## src/rtl/mips_mem_bridge.sv

```systemverilog
// Single-port memory bridge between a multicycle MIPS core and block RAM / MMIO registers.
// Latency: RAM load 2 cycles, RAM store / MMIO / fault 1 cycle, request to ready pulse.
// Backpressure: one access in flight; req is only sampled in IDLE, and the CPU holds it until ready.
//
// Ports:
//   clk_i, rst_i        clock (rising edge), asynchronous active-low reset
//   req_i, addr_i,      CPU access request, byte address, store data, store select
//   wr_data_i, wr_ena_i
//   ready_o, rd_data_o  one-cycle completion pulse, load/fetch data
//   fault_o             sticky misaligned/unmapped flag
//   ram_*               synchronous block RAM port (read data valid the cycle after the address)
//   sw_in_i, led_out_o  asynchronous switch inputs, LED register
module mips_mem_bridge #(
    parameter int             N         = 32,
    parameter int             RAM_AW    = 10,
    parameter logic [N-1:0]   MMIO_BASE = 32'h8000_0000
) (
    input  logic              clk_i,
    input  logic              rst_i,
    input  logic              req_i,
    input  logic [N-1:0]      addr_i,
    input  logic [N-1:0]      wr_data_i,
    input  logic              wr_ena_i,
    output logic              ready_o,
    output logic [N-1:0]      rd_data_o,
    output logic              fault_o,
    output logic [RAM_AW-1:0] ram_addr_o,
    output logic [N-1:0]      ram_wr_data_o,
    output logic              ram_wr_ena_o,
    input  logic [N-1:0]      ram_rd_data_i,
    input  logic [15:0]       sw_in_i,
    output logic [15:0]       led_out_o
);

    typedef enum logic [1:0] {
        IDLE   = 2'd0,
        RAM_RD = 2'd1,
        RESP   = 2'd2,
        FAULT  = 2'd3
    } state_t;

    localparam logic [1:0] SEL_LED = 2'd0;
    localparam logic [1:0] SEL_SW  = 2'd1;

    state_t          state_q, state_d;
    logic [N-1:0]    rd_data_q, rd_data_d;
    logic            fault_q, fault_d;
    logic [15:0]     led_q, led_d;
    logic [N-1:0]    cycles_q;
    logic [15:0]     sw_meta_q, sw_sync_q;

    logic            aligned;
    logic            ram_hit;
    logic            mmio_hit;
    logic [N-1:0]    mmio_off;
    logic [1:0]      mmio_sel;

    // Address decode. RAM occupies the bottom 4*2**RAM_AW bytes; MMIO is three words at MMIO_BASE.
    // The offset subtraction wraps for addresses below the base, so a single unsigned compare suffices.
    assign aligned  = (addr_i[1:0] == 2'b00);
    assign ram_hit  = (addr_i[N-1:RAM_AW+2] == '0);
    assign mmio_off = addr_i - MMIO_BASE;
    assign mmio_hit = (mmio_off < N'(12));
    assign mmio_sel = mmio_off[3:2];

    always_comb begin
        state_d       = state_q;
        rd_data_d     = rd_data_q;
        fault_d       = fault_q;
        led_d         = led_q;
        ram_addr_o    = '0;
        ram_wr_data_o = '0;
        ram_wr_ena_o  = 1'b0;

        unique case (state_q)
            IDLE: begin
                if (req_i) begin
                    if (!aligned || !(ram_hit || mmio_hit)) begin
                        // Response data and the sticky flag are set on entry so they are
                        // already valid while FAULT raises ready.
                        state_d   = FAULT;
                        rd_data_d = N'(32'hDEAD_BEEF);
                        fault_d   = 1'b1;
                    end else if (ram_hit) begin
                        // Address goes to the RAM in the request cycle so its synchronous
                        // read data is available during RAM_RD.
                        ram_addr_o = addr_i[RAM_AW+1:2];
                        if (wr_ena_i) begin
                            ram_wr_ena_o  = 1'b1;
                            ram_wr_data_o = wr_data_i;
                            state_d       = RESP;
                        end else begin
                            state_d = RAM_RD;
                        end
                    end else begin
                        state_d = RESP;
                        if (wr_ena_i) begin
                            // Only the LED register is writable; SW and CYCLES stores complete silently.
                            if (mmio_sel == SEL_LED) begin
                                led_d = wr_data_i[15:0];
                            end
                        end else begin
                            case (mmio_sel)
                                SEL_LED: rd_data_d = {{(N-16){1'b0}}, led_q};
                                SEL_SW:  rd_data_d = {{(N-16){1'b0}}, sw_sync_q};
                                default: rd_data_d = cycles_q;
                            endcase
                        end
                    end
                end
            end
            RAM_RD: begin
                rd_data_d = ram_rd_data_i;
                state_d   = RESP;
            end
            RESP:    state_d = IDLE;
            FAULT:   state_d = IDLE;
            default: state_d = IDLE;
        endcase
    end

    always_ff @(posedge clk_i or negedge rst_i) begin
        if (!rst_i) begin
            state_q   <= IDLE;
            rd_data_q <= '0;
            fault_q   <= 1'b0;
            led_q     <= '0;
            cycles_q  <= '0;
            sw_meta_q <= '0;
            sw_sync_q <= '0;
        end else begin
            state_q   <= state_d;
            rd_data_q <= rd_data_d;
            fault_q   <= fault_d;
            led_q     <= led_d;
            cycles_q  <= cycles_q + 1'b1;
            sw_meta_q <= sw_in_i;
            sw_sync_q <= sw_meta_q;
        end
    end

    assign ready_o   = (state_q == RESP) || (state_q == FAULT);
    assign rd_data_o = rd_data_q;
    assign fault_o   = fault_q;
    assign led_out_o = led_q;

endmodule

```

## config.mk

```make
export PLATFORM = sky130hd
export DESIGN_NAME = mips_mem_bridge
export DESIGN_NICKNAME = d
export VERILOG_FILES = /design/src/rtl/mips_mem_bridge.sv
export SDC_FILE = /design/constraint.sdc
export NUM_CORES = 1
export LEC_CHECK = 0
export ABC_AREA = 1
export CAP_MARGIN = 20
export CORE_ASPECT_RATIO = 1.2
export CORE_MARGIN = 1
export CORE_UTILIZATION = 49
export CTS_CLUSTER_SIZE = 28
export DETAILED_ROUTE_END_ITERATION = 8
export PLACE_DENSITY = 0.86
export SLEW_MARGIN = 20
export SYNTH_ARGS = -nofsm -noshare
export SYNTH_HDL_FRONTEND = slang
export SYNTH_SLANG_ARGS = --single-unit
```

## constraint.sdc

```tcl
create_clock -name clk_i -period 4.55 [get_ports clk_i]
set_input_delay 0.91 -clock clk_i [delete_from_list [all_inputs] [get_ports clk_i]]
set_output_delay 0.91 -clock clk_i [all_outputs]
set_load 0.005 [all_outputs]
```

==> flow_summary_export.csv <==
group,metric,value,unit
clocking,cts_made_buffers,17,
routing,routed_wl,17.1,mm
sta,rsz0062_at_grt,"no",
worst_setup_path,r2r-end,"rd_data_o[14]$_DFFE_PN0P_",
placement,dp_hpwl,12.7,mm
worst_setup_path,startpoint,"addr_i[21]",
final_layout,synthToLayoutAreaGrowth,45.9,%
clocking,cts-resized-gates,0,
clocking,cts_tree,"built",
floorplanning,start_util,50.8,%
yosys,synth_cell_types,33,
yosys,synthCells,758,
clocking,clk_pin_slew,0.06,ns
grt,grt_pass1_vias,5497,
routing,drt_first_pass_iters,5,
yosys,synth_top_area_share,48.5,%
floorplanning,ios,209,
floorplanning,core,0.0117,mm²
sta,skew,0.0164,ns
worst_setup_path,reg2reg_slack,2.31,ns
yosys,yosysWarnings,0,
sta,hold_viol,0,
yosys,async_flop_share,100,%
grt,gr-usage-all-layers,29.2,%
yosys,synth_edf_count,0,
floorplanning,rows,43,
grt,grt-ovfl-total,0,
clocking,cts.hold.buffers_added,0,
worst_setup_path,ff2ff_path_depth,9,
pwr,powerDensity,363,mW/mm²
routing,post_drt_wl_per_cell,15.1,µm
sta,setup_viol,0,
worst_setup_path,endpoint,"ram_wr_data_o[21]",
routing,drc,0,
yosys,ys.flop_type,"dfrtp_1",
worst_setup_path,timing.critical_path.fanout_max,32,
pwr,p_leak,4.05,nW
sta,maxSlewViolCount,0,
final_layout,layout-drive-gt1-share,8.95,%
final_layout,n_antenna_cell,0,
final_layout,fin_cells,1129,
grt,grt_pass1_wl,27.6,mm
sta,tightest_slew,0.870,ns
yosys,synth_seq_area_share,48.5,%
yosys,netlist_area,0.00593,mm²
clocking,clkLatencyLatePin,0.42,ns
yosys,synth_nets,875,
sta,tns,0,ns
routing,drt_iter0_markers,399,
worst_setup_path,path_class,"in2out",
pwr,peakVddDrop,0.000288,V
yosys,ys_top_cells_by_area,"dfrtp_1 (49%), nand2_1 (15%), inv_1 (5.4%), nor2_1 (5.1%), nand3_1 (3.1%)",
clocking,cts_setup_buffers,0,
yosys,synth_seq_cells,115,
routing,postRouteAntennaNets,0,
grt,grt_start_max_net_pins,50,
grt,antenna_found_initial,0,
final_layout,num-fill-cells,843,
worst_setup_path,cp-start-kind,"input pin",
placement,portBuffers,208,
clocking,clock-sinks,115,
worst_setup_path,critPathRequiredTime,3.64,ns
clocking,cts_max_level,4,
run_status,outcome,"complete, no violations",
yosys,postSynthAreaPerCell,7.82,µm²
floorplanning,dieArea,0.0125,mm²
clocking,cts_max_path_buffers,2,
routing,num_vias,5644,
routing,post_drt_via_cell_ratio,5.00,
worst_setup_path,reg2reg_from,"state_q[0]$_DFFE_PN0N_",
placement,gp_congestion,0.974,
sta,fin_crit,4.10,ns
hold_path,hold_path_class,"reg2reg",
job,maxCapViolations,0,
floorplanning,die_h,122,µm
worst_setup_path,end_kind,"output pin",
yosys,yosys.area.top_type,"dfrtp_1",
sta,relSlewSlack,41.9,%
worst_setup_path,worstPathArrival,3.19,ns
floorplanning,die_x,102,µm
yosys,synth_most_common_cell,"nand2_1",
placement,dp_cells,1097,
sta,period_share,90.2,%
sta,fmax,244,MHz
final_layout,nets,1076,
yosys,yosys-top-cells-count,"nand2_1 (239), dfrtp_1 (115), inv_1 (85)",
clocking,cts_root_buffer,"clkbuf_16",
## layout by cell type (no fill, tap or decap), types with 17 or more instances in the layout
master	synthesis	routed
nand2_1	239	239
clkdlybuf4s50_1	0	207
dfrtp_1	115	115
inv_1	85	85
nor2_1	81	80
nand3_1	37	37
o21ai_0	22	22
xor2_1	21	21
a21oi_1	19	19
clkbuf_16	0	17
## cell families (layout without fill, tap and decap cells)
| logic type | count (synthesis) | count (layout) | synth area share, % |
|---|---|---|---|
| and+or+nand+nor | 414 | 414 | 30.2 |
| buffers and inverters | 130 | 344 | 9.92 |
| DFF | 115 | 115 | 48.5 |
| AOI/OAI and AO/OA | 69 | 69 | 6.80 |
| xor gates and xnor gates | 29 | 29 | 4.28 |
| adders and majority gates | 1 | 1 | 0.211 |
## state kept, by name, indices dropped and copies added, names as in the netlist
register and count:
cycles_q 32, rd_data_o 32, led_out_o 16, sw_meta_q 16
sw_sync_q 16, state_q 2, fault_o 1
## power breakdown
| group | total (W) | internal (W) | switching [W] |
|---|---|---|---|
| logic | 0.000558 | 0.000309 | 0.000250 |
| registers | 0.00119 | 0.00113 | 0.0000589 |
| clock network | 0.00139 | 0.000876 | 0.000515 |
| total | 0.00314 | 0.00231 | 0.000824 |
## through the flow
stage | setup slack, ns | power, W | area (µm²) | util [%] | hold WS [ns]
4_1_cts | 0.469 | 0.00315 | 8650 | 74.1 | 0.348
2_1_floorplan | 1.75 | 0.00142 | 5930 | - | 0.331
3_3_place_gp | 0.551 | 0.00175 | 8030 | 68.8 | 0.331
5_1_grt | 0.221 | 0.00328 | 8650 | 74.1 | 0.355
3_5_place_dp | 0.466 | 0.00177 | 8030 | 68.8 | 0.335
6_report | 0.445 | 0.00314 | 8650 | 74.1 | 0.347
## routing by layer
metal / track usage (%) / part of all wire [%]
met3: 4.95 / 4.5
met4: 12.0 / 2.5
met1: 38.9 / 43
met5: 0 / 0
met2: 47.2 / 50
## critical path, stage by stage
cell             delay [ns]
clkdlybuf4s50_1        0.41
nor2_1                 0.13
nand2_1                0.08
nor2_2                 0.18
nand4_1                0.18
nor2_1                 0.17
inv_1                  0.38
nor2_1                 0.23
clkdlybuf4s50_1        0.53
## cell type report
| type | instances | area, µm² | share of cell area [%] |
|---|---|---|---|
| clock inverter | 15 | 194 | 2.24 |
| tap | 157 | 196 | 2.27 |
| timing repair buffer | 214 | 2120 | 24.6 |
| inverter | 98 | 368 | 4.25 |
| clock buffer | 17 | 425 | 4.92 |
| multi-input combinational | 513 | 2460 | 28.5 |
| sequential | 115 | 2880 | 33.3 |
## worst min path at each step
stage,endpoint,from,cells past startpoint
2_1_floorplan,sw_sync_q[0]$_DFF_PN0_,sw_meta_q[0]$_DFF_PN0_,0
3_3_place_gp,sw_sync_q[6]$_DFF_PN0_,sw_meta_q[6]$_DFF_PN0_,0
3_5_place_dp,sw_sync_q[11]$_DFF_PN0_,sw_meta_q[11]$_DFF_PN0_,0
4_1_cts,sw_sync_q[7]$_DFF_PN0_,sw_meta_q[7]$_DFF_PN0_,0
5_1_grt,sw_sync_q[12]$_DFF_PN0_,sw_meta_q[12]$_DFF_PN0_,0
6_report,sw_sync_q[6]$_DFF_PN0_,sw_meta_q[6]$_DFF_PN0_,0
Note: power is estimated with default switching activity, not from simulation.
